**src/rtl/alu_pkg.sv**
```systemverilog
// Shared definitions for the iterative RISC-V M-extension multiply/divide unit.
package alu_pkg;

    // Default operand/result width.
    localparam int ALU_BITS = 32;

    // RISC-V M funct3 encodings.
    localparam logic [2:0] OP_MUL    = 3'd0;
    localparam logic [2:0] OP_MULH   = 3'd1;
    localparam logic [2:0] OP_MULHSU = 3'd2;
    localparam logic [2:0] OP_MULHU  = 3'd3;
    localparam logic [2:0] OP_DIV    = 3'd4;
    localparam logic [2:0] OP_DIVU   = 3'd5;
    localparam logic [2:0] OP_REM    = 3'd6;
    localparam logic [2:0] OP_REMU   = 3'd7;

    // Control FSM states.
    typedef enum logic [1:0] {
        ST_IDLE = 2'd0,
        ST_CALC = 2'd1,
        ST_DONE = 2'd2
    } state_t;

    // rs1 is treated as signed for MUL, MULH, MULHSU, DIV and REM.
    function automatic logic rs1_is_signed(input logic [2:0] op);
        return (op == OP_MUL) || (op == OP_MULH) || (op == OP_MULHSU) ||
               (op == OP_DIV) || (op == OP_REM);
    endfunction

    // rs2 is treated as signed for MUL, MULH, DIV and REM.
    function automatic logic rs2_is_signed(input logic [2:0] op);
        return (op == OP_MUL) || (op == OP_MULH) || (op == OP_DIV) || (op == OP_REM);
    endfunction

    // Upper half of the funct3 space is the divide family.
    function automatic logic op_is_div(input logic [2:0] op);
        return op[2];
    endfunction

endpackage

```
**src/rtl/alu_muldiv_step.sv**
```systemverilog
// One combinational iteration shared by the shift-add multiplier and the
// restoring divider. Operates purely on unsigned magnitudes.
module muldiv_step
    import alu_pkg::*;
#(
    parameter int XLEN = ALU_BITS
) (
    input  logic [XLEN-1:0] i_part,     // mul: upper product half; div: partial remainder
    input  logic            i_lo_bit,   // mul: current multiplier bit; div: next dividend bit
    input  logic [XLEN-1:0] i_operand,  // multiplicand or divisor magnitude
    input  logic            i_is_div,   // 1 selects the divide iteration
    output logic [XLEN-1:0] o_part,     // next upper half / partial remainder
    output logic            o_bit       // mul: product bit shifted out; div: quotient bit
);

    logic [XLEN:0]   w_sum;
    logic [XLEN:0]   w_shift;
    logic [XLEN-1:0] w_diff;
    logic            w_ge;

    // Evaluate both iteration kinds and select by mode.
    always_comb begin
        // NOTE: every signal written here gets a default first, so no latch can be inferred.
        o_part  = '0;
        o_bit   = 1'b0;
        // Shift-add: add the multiplicand when the multiplier bit is set, then shift right.
        w_sum   = {1'b0, i_part} + (i_lo_bit ? {1'b0, i_operand} : '0);
        // Restoring divide: shift the next dividend bit in and try a subtract.
        w_shift = {i_part, i_lo_bit};
        w_ge    = (w_shift >= {1'b0, i_operand});
        // When w_ge holds the difference is below the divisor, so XLEN bits suffice.
        w_diff  = w_shift[XLEN-1:0] - i_operand;
        if (i_is_div) begin
            o_part = w_ge ? w_diff : w_shift[XLEN-1:0];
            o_bit  = w_ge;
        end else begin
            o_part = w_sum[XLEN:1];
            o_bit  = w_sum[0];
        end
    end

endmodule

```
**src/rtl/alu_muldiv.sv**
```systemverilog
// Iterative RISC-V M-extension multiply/divide unit. One shift-add or
// restoring shift-subtract step per cycle on operand magnitudes, with the
// sign fix-up applied on the final step. Divide-by-zero and signed overflow
// complete without iterating.
module alu_muldiv
    import alu_pkg::*;
#(
    parameter int XLEN     = ALU_BITS,
    parameter int CNT_BITS = $clog2(XLEN) + 1
) (
    input  logic            clk,
    input  logic            rst,
    input  logic            flush,
    input  logic            in_valid,
    output logic            in_ready,
    input  logic [2:0]      op,
    input  logic [XLEN-1:0] rdata1,
    input  logic [XLEN-1:0] rdata2,
    output logic            out_valid,
    input  logic            out_ready,
    output logic [XLEN-1:0] result,
    output logic            is_zero,
    output logic            busy
);

    localparam logic [CNT_BITS-1:0] LAST_CNT = CNT_BITS'(XLEN - 1);
    localparam logic [XLEN-1:0]     MOST_NEG = {1'b1, {(XLEN-1){1'b0}}};

    // Control state
    state_t              r_state;
    state_t              w_next_state;
    logic [CNT_BITS-1:0] r_cnt;

    // Operation context captured at accept
    logic [2:0]          r_op;
    logic                r_neg;       // final result must be negated
    logic [XLEN-1:0]     r_operand;   // multiplicand or divisor magnitude
    logic [XLEN-1:0]     r_hi;        // upper product half / partial remainder
    logic [XLEN-1:0]     r_lo;        // multiplier / dividend, becomes product low / quotient
    logic [XLEN-1:0]     r_result;

    // Accept-time decode
    logic                w_accept;
    logic                w_rs1_neg;
    logic                w_rs2_neg;
    logic                w_neg;
    logic [XLEN-1:0]     w_mag1;
    logic [XLEN-1:0]     w_mag2;
    logic                w_div_zero;
    logic                w_overflow;
    logic                w_special;

    // Iteration datapath
    logic                w_is_div;
    logic                w_last;
    logic                w_calc_step;
    logic                w_step_in_bit;
    logic [XLEN-1:0]     w_step_part;
    logic                w_step_bit;
    logic [XLEN-1:0]     w_next_hi;
    logic [XLEN-1:0]     w_next_lo;

    // Sign fix-up
    logic [2*XLEN-1:0]   w_prod;
    logic [2*XLEN-1:0]   w_prod_fix;
    logic [XLEN-1:0]     w_quot_fix;
    logic [XLEN-1:0]     w_rem_fix;
    logic [XLEN-1:0]     w_final;

    // Decode operand signs, magnitudes and early-completion cases at the input.
    always_comb begin
        w_accept   = in_valid && in_ready && !flush;
        w_rs1_neg  = rs1_is_signed(op) && rdata1[XLEN-1];
        w_rs2_neg  = rs2_is_signed(op) && rdata2[XLEN-1];
        w_mag1     = w_rs1_neg ? (~rdata1 + 1'b1) : rdata1;
        w_mag2     = w_rs2_neg ? (~rdata2 + 1'b1) : rdata2;
        // Remainder follows the dividend; everything else follows the sign product.
        w_neg      = (op == OP_REM) ? w_rs1_neg : (w_rs1_neg ^ w_rs2_neg);
        w_div_zero = op_is_div(op) && (rdata2 == '0);
        w_overflow = ((op == OP_DIV) || (op == OP_REM)) &&
                     (rdata1 == MOST_NEG) && (rdata2 == '1);
        w_special  = w_div_zero || w_overflow;
    end

    // Route the low register bit the step needs and rebuild the low register.
    always_comb begin
        w_is_div      = op_is_div(r_op);
        w_last        = (r_cnt == LAST_CNT);
        w_calc_step   = (r_state == ST_CALC) && !flush;
        w_step_in_bit = w_is_div ? r_lo[XLEN-1] : r_lo[0];
        w_next_hi     = w_step_part;
        w_next_lo     = w_is_div ? {r_lo[XLEN-2:0], w_step_bit}
                                 : {w_step_bit, r_lo[XLEN-1:1]};
    end

    muldiv_step #(
        .XLEN      (XLEN)
    ) u_step (
        .i_part    (r_hi),
        .i_lo_bit  (w_step_in_bit),
        .i_operand (r_operand),
        .i_is_div  (w_is_div),
        .o_part    (w_step_part),
        .o_bit     (w_step_bit)
    );

    // Apply the sign correction to the values produced by the last iteration.
    always_comb begin
        w_prod     = {w_next_hi, w_next_lo};
        w_prod_fix = r_neg ? (~w_prod + 1'b1) : w_prod;
        w_quot_fix = r_neg ? (~w_next_lo + 1'b1) : w_next_lo;
        w_rem_fix  = r_neg ? (~w_next_hi + 1'b1) : w_next_hi;
        case (r_op)
            OP_MUL:                        w_final = w_prod_fix[XLEN-1:0];
            OP_MULH, OP_MULHSU, OP_MULHU:  w_final = w_prod_fix[2*XLEN-1:XLEN];
            OP_DIV, OP_DIVU:               w_final = w_quot_fix;
            default:                       w_final = w_rem_fix;
        endcase
    end

    // State register.
    always_ff @(posedge clk) begin
        // NOTE: sequential state uses non-blocking assignment so every register samples pre-edge values.
        if (rst) begin
            r_state <= ST_IDLE;
        end else begin
            r_state <= w_next_state;
        end
    end

    // Next-state logic; flush overrides every transition.
    always_comb begin
        w_next_state = r_state;
        case (r_state)
            ST_IDLE: if (in_valid) w_next_state = w_special ? ST_DONE : ST_CALC;
            ST_CALC: if (w_last)   w_next_state = ST_DONE;
            ST_DONE: if (out_ready) w_next_state = ST_IDLE;
            default:               w_next_state = ST_IDLE;
        endcase
        if (flush) begin
            w_next_state = ST_IDLE;
        end
    end

    // Handshake and status outputs decoded from the state.
    always_comb begin
        in_ready  = (r_state == ST_IDLE);
        out_valid = (r_state == ST_DONE);
        busy      = (r_state == ST_CALC) || (r_state == ST_DONE);
        is_zero   = (r_state == ST_DONE) && (r_result == '0);
        result    = r_result;
    end

    // Counter and result, the only datapath registers with visible reset values.
    always_ff @(posedge clk) begin
        if (rst) begin
            r_cnt    <= '0;
            r_result <= '0;
        end else if (w_accept) begin
            r_cnt <= '0;
            if (w_div_zero) begin
                // op[1] separates REM/REMU from DIV/DIVU.
                r_result <= op[1] ? rdata1 : '1;
            end else if (w_overflow) begin
                r_result <= op[1] ? '0 : rdata1;
            end
        end else if (flush) begin
            r_cnt <= '0;
        end else if (w_calc_step) begin
            r_cnt <= r_cnt + 1'b1;
            if (w_last) begin
                r_result <= w_final;
            end
        end
    end

    // Operation context and iteration registers.
    always_ff @(posedge clk) begin
        // NOTE: these are always loaded on accept before use, so they carry no reset.
        if (w_accept) begin
            r_op <= op;
            r_neg <= w_neg;
            r_hi <= '0;
            if (op_is_div(op)) begin
                r_operand <= w_mag2;
                r_lo      <= w_mag1;
            end else begin
                r_operand <= w_mag1;
                r_lo      <= w_mag2;
            end
        end else if (w_calc_step) begin
            r_hi <= w_next_hi;
            r_lo <= w_next_lo;
        end
    end

endmodule

```
**config.mk**
```make
export PLATFORM = sky130hd
export DESIGN_NAME = alu_muldiv
export DESIGN_NICKNAME = d
export VERILOG_FILES = /design/src/rtl/alu_pkg.sv /design/src/rtl/alu_muldiv_step.sv /design/src/rtl/alu_muldiv.sv
export SDC_FILE = /design/constraint.sdc
export NUM_CORES = 1
export LEC_CHECK = 0
export BUFFER_PORTS_ARGS = -buffer_cell sky130_fd_sc_hd__buf_4
export CORE_MARGIN = 2
export CORE_UTILIZATION = 26
export DETAILED_ROUTE_END_ITERATION = 6
export GPL_ROUTABILITY_DRIVEN = 1
export SYNTH_ARGS = -nofsm -noshare
export SYNTH_HDL_FRONTEND = slang
export SYNTH_SLANG_ARGS = --single-unit
```
**constraint.sdc**
```tcl
create_clock -name clk -period 19.8 [get_ports clk]
set_input_delay 0.99 -clock clk [delete_from_list [all_inputs] [get_ports clk]]
set_output_delay 0.99 -clock clk [all_outputs]
set_load 0.01 [all_outputs]
```
==> results.txt <==
----------------------------------------------------
[Power and ir drop]
  Reported leakage power ... 6.84 nW
  Max rail drop VDD ... 56.9 uV
  Power density over cell area ... 56.8 nW/um^2

[CTS]
  Gates resized, CTS repair ... 0
  Inserted Clock Buffers ... 17
  CTS sink count ... 140
  Number of hold-repair buffers added at the cts stage ... 0
  Worst-case clock buffer depth ... 2
  Worst-Skew Late Latency ... 450 ps
  Max H-tree Level ... 4
  Clock Tree Root ... sky130_fd_sc_hd__clkbuf_16
  Clock slew at the register clock pins of the worst setup and hold paths ... 60 ps
  CTS tree ... yes
  Postcts setup bufs ... 0

[Logic synthesis]
  Number of enable flip-flop cells after synthesis ... a little under 70
  FF+latch count, synth ... 140
  Gate count after technology mapping ... 2132
  Top cell type by total area after synthesis ... sky130_fd_sc_hd__edfxtp_1
  Syn Std Cell Area ... 16100 sq um
  Yosys synthesis warning count ... 0
  Async set or reset register ratio after synthesis ... 0%
  Sequential cell area fraction in the yosys report ... 21.6%
  Area fraction of the dominant cell type after synthesis ... 12.7%
  Synthesized area divided by synthesized cell count ... 7.57 sq um
  Most frequent cells after synthesis ... 241 x sky130_fd_sc_hd__nor2_1, 197 x sky130_fd_sc_hd__nand2_1, 183 x sky130_fd_sc_hd__a21oi_1, 147 x sky130_fd_sc_hd__o21ai_0, 107 x sky130_fd_sc_hd__mux2i_1
  Main flop type after synthesis ... sky130_fd_sc_hd__dfxtp_1
  Number of unique standard cell types used by synthesis ... 103
  Cell with the most instances after synthesis ... sky130_fd_sc_hd__nor2_1
  Post-Synthesis Net Count ... 2280
  Cells taking the most area after synthesis ... sky130_fd_sc_hd__edfxtp_1 13%, sky130_fd_sc_hd__dfxtp_1 8.9%, sky130_fd_sc_hd__mux2i_1 6.6%

[Route]
  Final routed wire length divided by cell count ... roughly 23 um
  Aggregate routed wire length ... 68.1 mm
  Number of remaining DRC errors ... 0
  First-pass iteration count of the detailed router ... 7
  Initial DRC Count ... 2013
  Vias per cell ... 5.87
  DR vias ... ~17000
  Number of antenna-violating nets in the routed design ... 0

[Critical path]
  Maximum net fanout on the critical path ... 132
  Critical path, cell by cell ... buf_12, mux2i_2, buf_4, ha_1, nand3b_1, a21oi_2, nor3_2, o21a_1, o211ai_1, o21ai_0, ha_1, o211ai_1, or4_1, nor2_1, and3_1, a21o_1, nor2_1, a21oi_1, xnor2_1, a211oi_1, a21oi_1, a211oi_1
  Crit-path leading delay family ... compound AO/OA/AOI/OAI gates
  Worst setup EP type ... register
  Launching element type of the critical path ... register
  Crit Path Category ... reg2reg
  Req. time, crit path ... between 20000 and 25000 ps
  Slowest cell on crit path ... sky130_fd_sc_hd__or4_1
  Buffering stage count on the worst path with inverters included ... 2
  Data arrival at the endpoint of the critical path ... 6680 ps
  Largest stage delay on the critical path ... 560 ps

[Finish]
  Area overhead of the layout relative to synthesis ... 12.9%
  Final nets ... 2312
  N_diodes ... 0
  Fill cells ... 6749
  Fraction of layout instances using a drive strength above 1 ... 10.6%

[STA]
  Final number of setup-violating endpoints ... 0
  Hold Slack ... 487 ps
  Unrepaired setup endpoints after global routing ... no
  Setup TNS Final ... 0 ps
  Fraction of the cycle the final worst path needs ... a little under a third
  Fmax ... 158 MHz
  Final hold violation count ... 0
  Tightest slew margin relative to the limit ... 24.6%
  Final critical-path required period ... 6330 ps
  Setup Skew ... approximately 15 ps
  Final-report max-slew violation count ... 0
  Tightest Pin Transition ... 1130 ps

[Global routing]
  Total global routing overflow ... 0
  Pin count of the biggest net entering global routing ... 133
  Antenna violations before repair ... 0
  Wire length of the first global-routing pass ... roughly 100 mm
  GRT Resource Usage Total ... 20.8%
  Number of global-route vias before repair ... around 16000

[Worst hold path]
  Class of the tightest hold or removal check ... reg2reg

[Floorplanning]
  Number of cell rows ... a little over 90
  Die area ... 64000 sq um
  I/O pins ... approximately 110
  Starting density of the core ... 26.2%
  Core Area ... around 61000 sq um
  Horiz. Die Dim ... about 250 um
  Vert. Die Dim ... 253 um

[Placed design]
  Final weighted congestion in routability-driven placement ... 0.986
  Port Buf Inserts ... 107
  Post-detail-place hpwl ... 53.4 mm

[Run status]
  Outcome ... finished, final reports clean

[Flow run]
  Max-cap violation count ... 0

----------------------------------------------------
==> layout by cell type (no fill, tap or decap), types with 7 or more instances in the layout <==
cell and count:
sky130_fd_sc_hd__nand4_1 38, sky130_fd_sc_hd__a211oi_1 36, sky130_fd_sc_hd__a21boi_0 7, sky130_fd_sc_hd__buf_4 130, sky130_fd_sc_hd__or2_2 9, sky130_fd_sc_hd__o22ai_1 11, sky130_fd_sc_hd__nor4_1 35, sky130_fd_sc_hd__o21ai_1 9
sky130_fd_sc_hd__o21ai_0 147, sky130_fd_sc_hd__nand2b_1 10, sky130_fd_sc_hd__nor2b_1 16, sky130_fd_sc_hd__a21o_1 29, sky130_fd_sc_hd__inv_1 70, sky130_fd_sc_hd__ha_1 74, sky130_fd_sc_hd__mux2_2 8, sky130_fd_sc_hd__o211ai_1 34
sky130_fd_sc_hd__a21oi_1 183, sky130_fd_sc_hd__nor2_1 239, sky130_fd_sc_hd__a221oi_1 12, sky130_fd_sc_hd__nor3_1 65, sky130_fd_sc_hd__dfxtp_1 72, sky130_fd_sc_hd__a22o_1 14, sky130_fd_sc_hd__xor2_1 74, sky130_fd_sc_hd__or3_1 24
sky130_fd_sc_hd__nand2_1 197, sky130_fd_sc_hd__o31ai_1 26, sky130_fd_sc_hd__or4_1 13, sky130_fd_sc_hd__a31oi_1 24, sky130_fd_sc_hd__o21bai_1 8, sky130_fd_sc_hd__o41ai_1 13, sky130_fd_sc_hd__and3_1 12, sky130_fd_sc_hd__xnor2_1 75
sky130_fd_sc_hd__o311ai_0 9, sky130_fd_sc_hd__edfxtp_1 68, sky130_fd_sc_hd__nand3_1 38, sky130_fd_sc_hd__o21a_1 22, sky130_fd_sc_hd__clkbuf_16 20, sky130_fd_sc_hd__and2_1 17, sky130_fd_sc_hd__mux2i_1 106, sky130_fd_sc_hd__maj3_1 25
==> through the flow <==
stage	utilization (%)	total power [mW]	worst slack (ps)	instances	cell area, sq um
after floorplan	-	0.578	12780	2132	16100
after global placement	28.7	0.701	13750	2935	17600
after detailed placement	28.7	0.700	13650	2935	17600
after CTS	29.6	1.02	13600	2966	18200
after global routing	29.6	1.07	12970	2966	18200
final	29.6	1.04	13470	2966	18200
==> flip-flops by register name, summed over array words and instances (netlist names) <==
name       cells
r_op           3
r_lo          32
r_neg          1
r_state        2
r_hi          32
r_operand     32
result        32
r_cnt          6
==> logic make-up (layout without fill, tap and decap cells) <==
kind of cell,Yosys count,in the layout,share of synthesized area (%)
compound gates,676,676,27.9
fa+ha+maj,101,101,7.54
mux,115,115,7.20
flops,140,140,21.6
xor+xnor,149,149,8.09
simple gates,760,760,22.9
buf+inv,191,235,4.79
==> final timing paths <==
path                     startpoint                     end  slack (ps)  cells after the start
max reg2reg       r_op[2]$_DFFE_PP_  result[2]$_SDFFE_PP0P_       13470                     22
min          result[1]$_SDFFE_PP0P_  result[1]$_SDFFE_PP0P_         490                      2
max               r_op[2]$_DFFE_PP_  result[2]$_SDFFE_PP0P_       13470                     22
min reg2reg  result[1]$_SDFFE_PP0P_  result[1]$_SDFFE_PP0P_         490                      2
==> power breakdown <==
part | leakage, nW | switching [mW] | internal (mW) | total [mW]
logic | 5.34 | 0.248 | 0.123 | 0.371
clock network | 0.287 | 0.139 | 0.188 | 0.327
registers | 1.22 | 0.0149 | 0.323 | 0.338
total | 6.84 | 0.401 | 0.634 | 1.04
==> final cells by class <==
| type | instances | area [sq um] | area share [%] |
|---|---|---|---|
| Multi-Input combinational cell | 1801 | 11900 | 65.3 |
| Sequential cell | 140 | 3480 | 19.1 |
| Tap cell | 790 | 988 | 5.43 |
| Inverter | 73 | 274 | 1.50 |
| Clock buffer | 23 | 532 | 2.92 |
| Timing Repair Buffer | 131 | 996 | 5.47 |
| Clock inverter | 8 | 51.3 | 0.282 |
==> routing by layer <==
layer	track usage, %	wire length (um)
met1	27.1	28700
met2	31.5	29100
met3	5.25	6460
met4	11.0	3910
met5	0	0
==> tightest hold or removal path, cell delays in order, from the launching register on <==
cell and delay (ps):
sky130_fd_sc_hd__dfxtp_1 330, sky130_fd_sc_hd__nand2_1 60, sky130_fd_sc_hd__a21oi_1 50
Power figures use the tool's default switching activity.
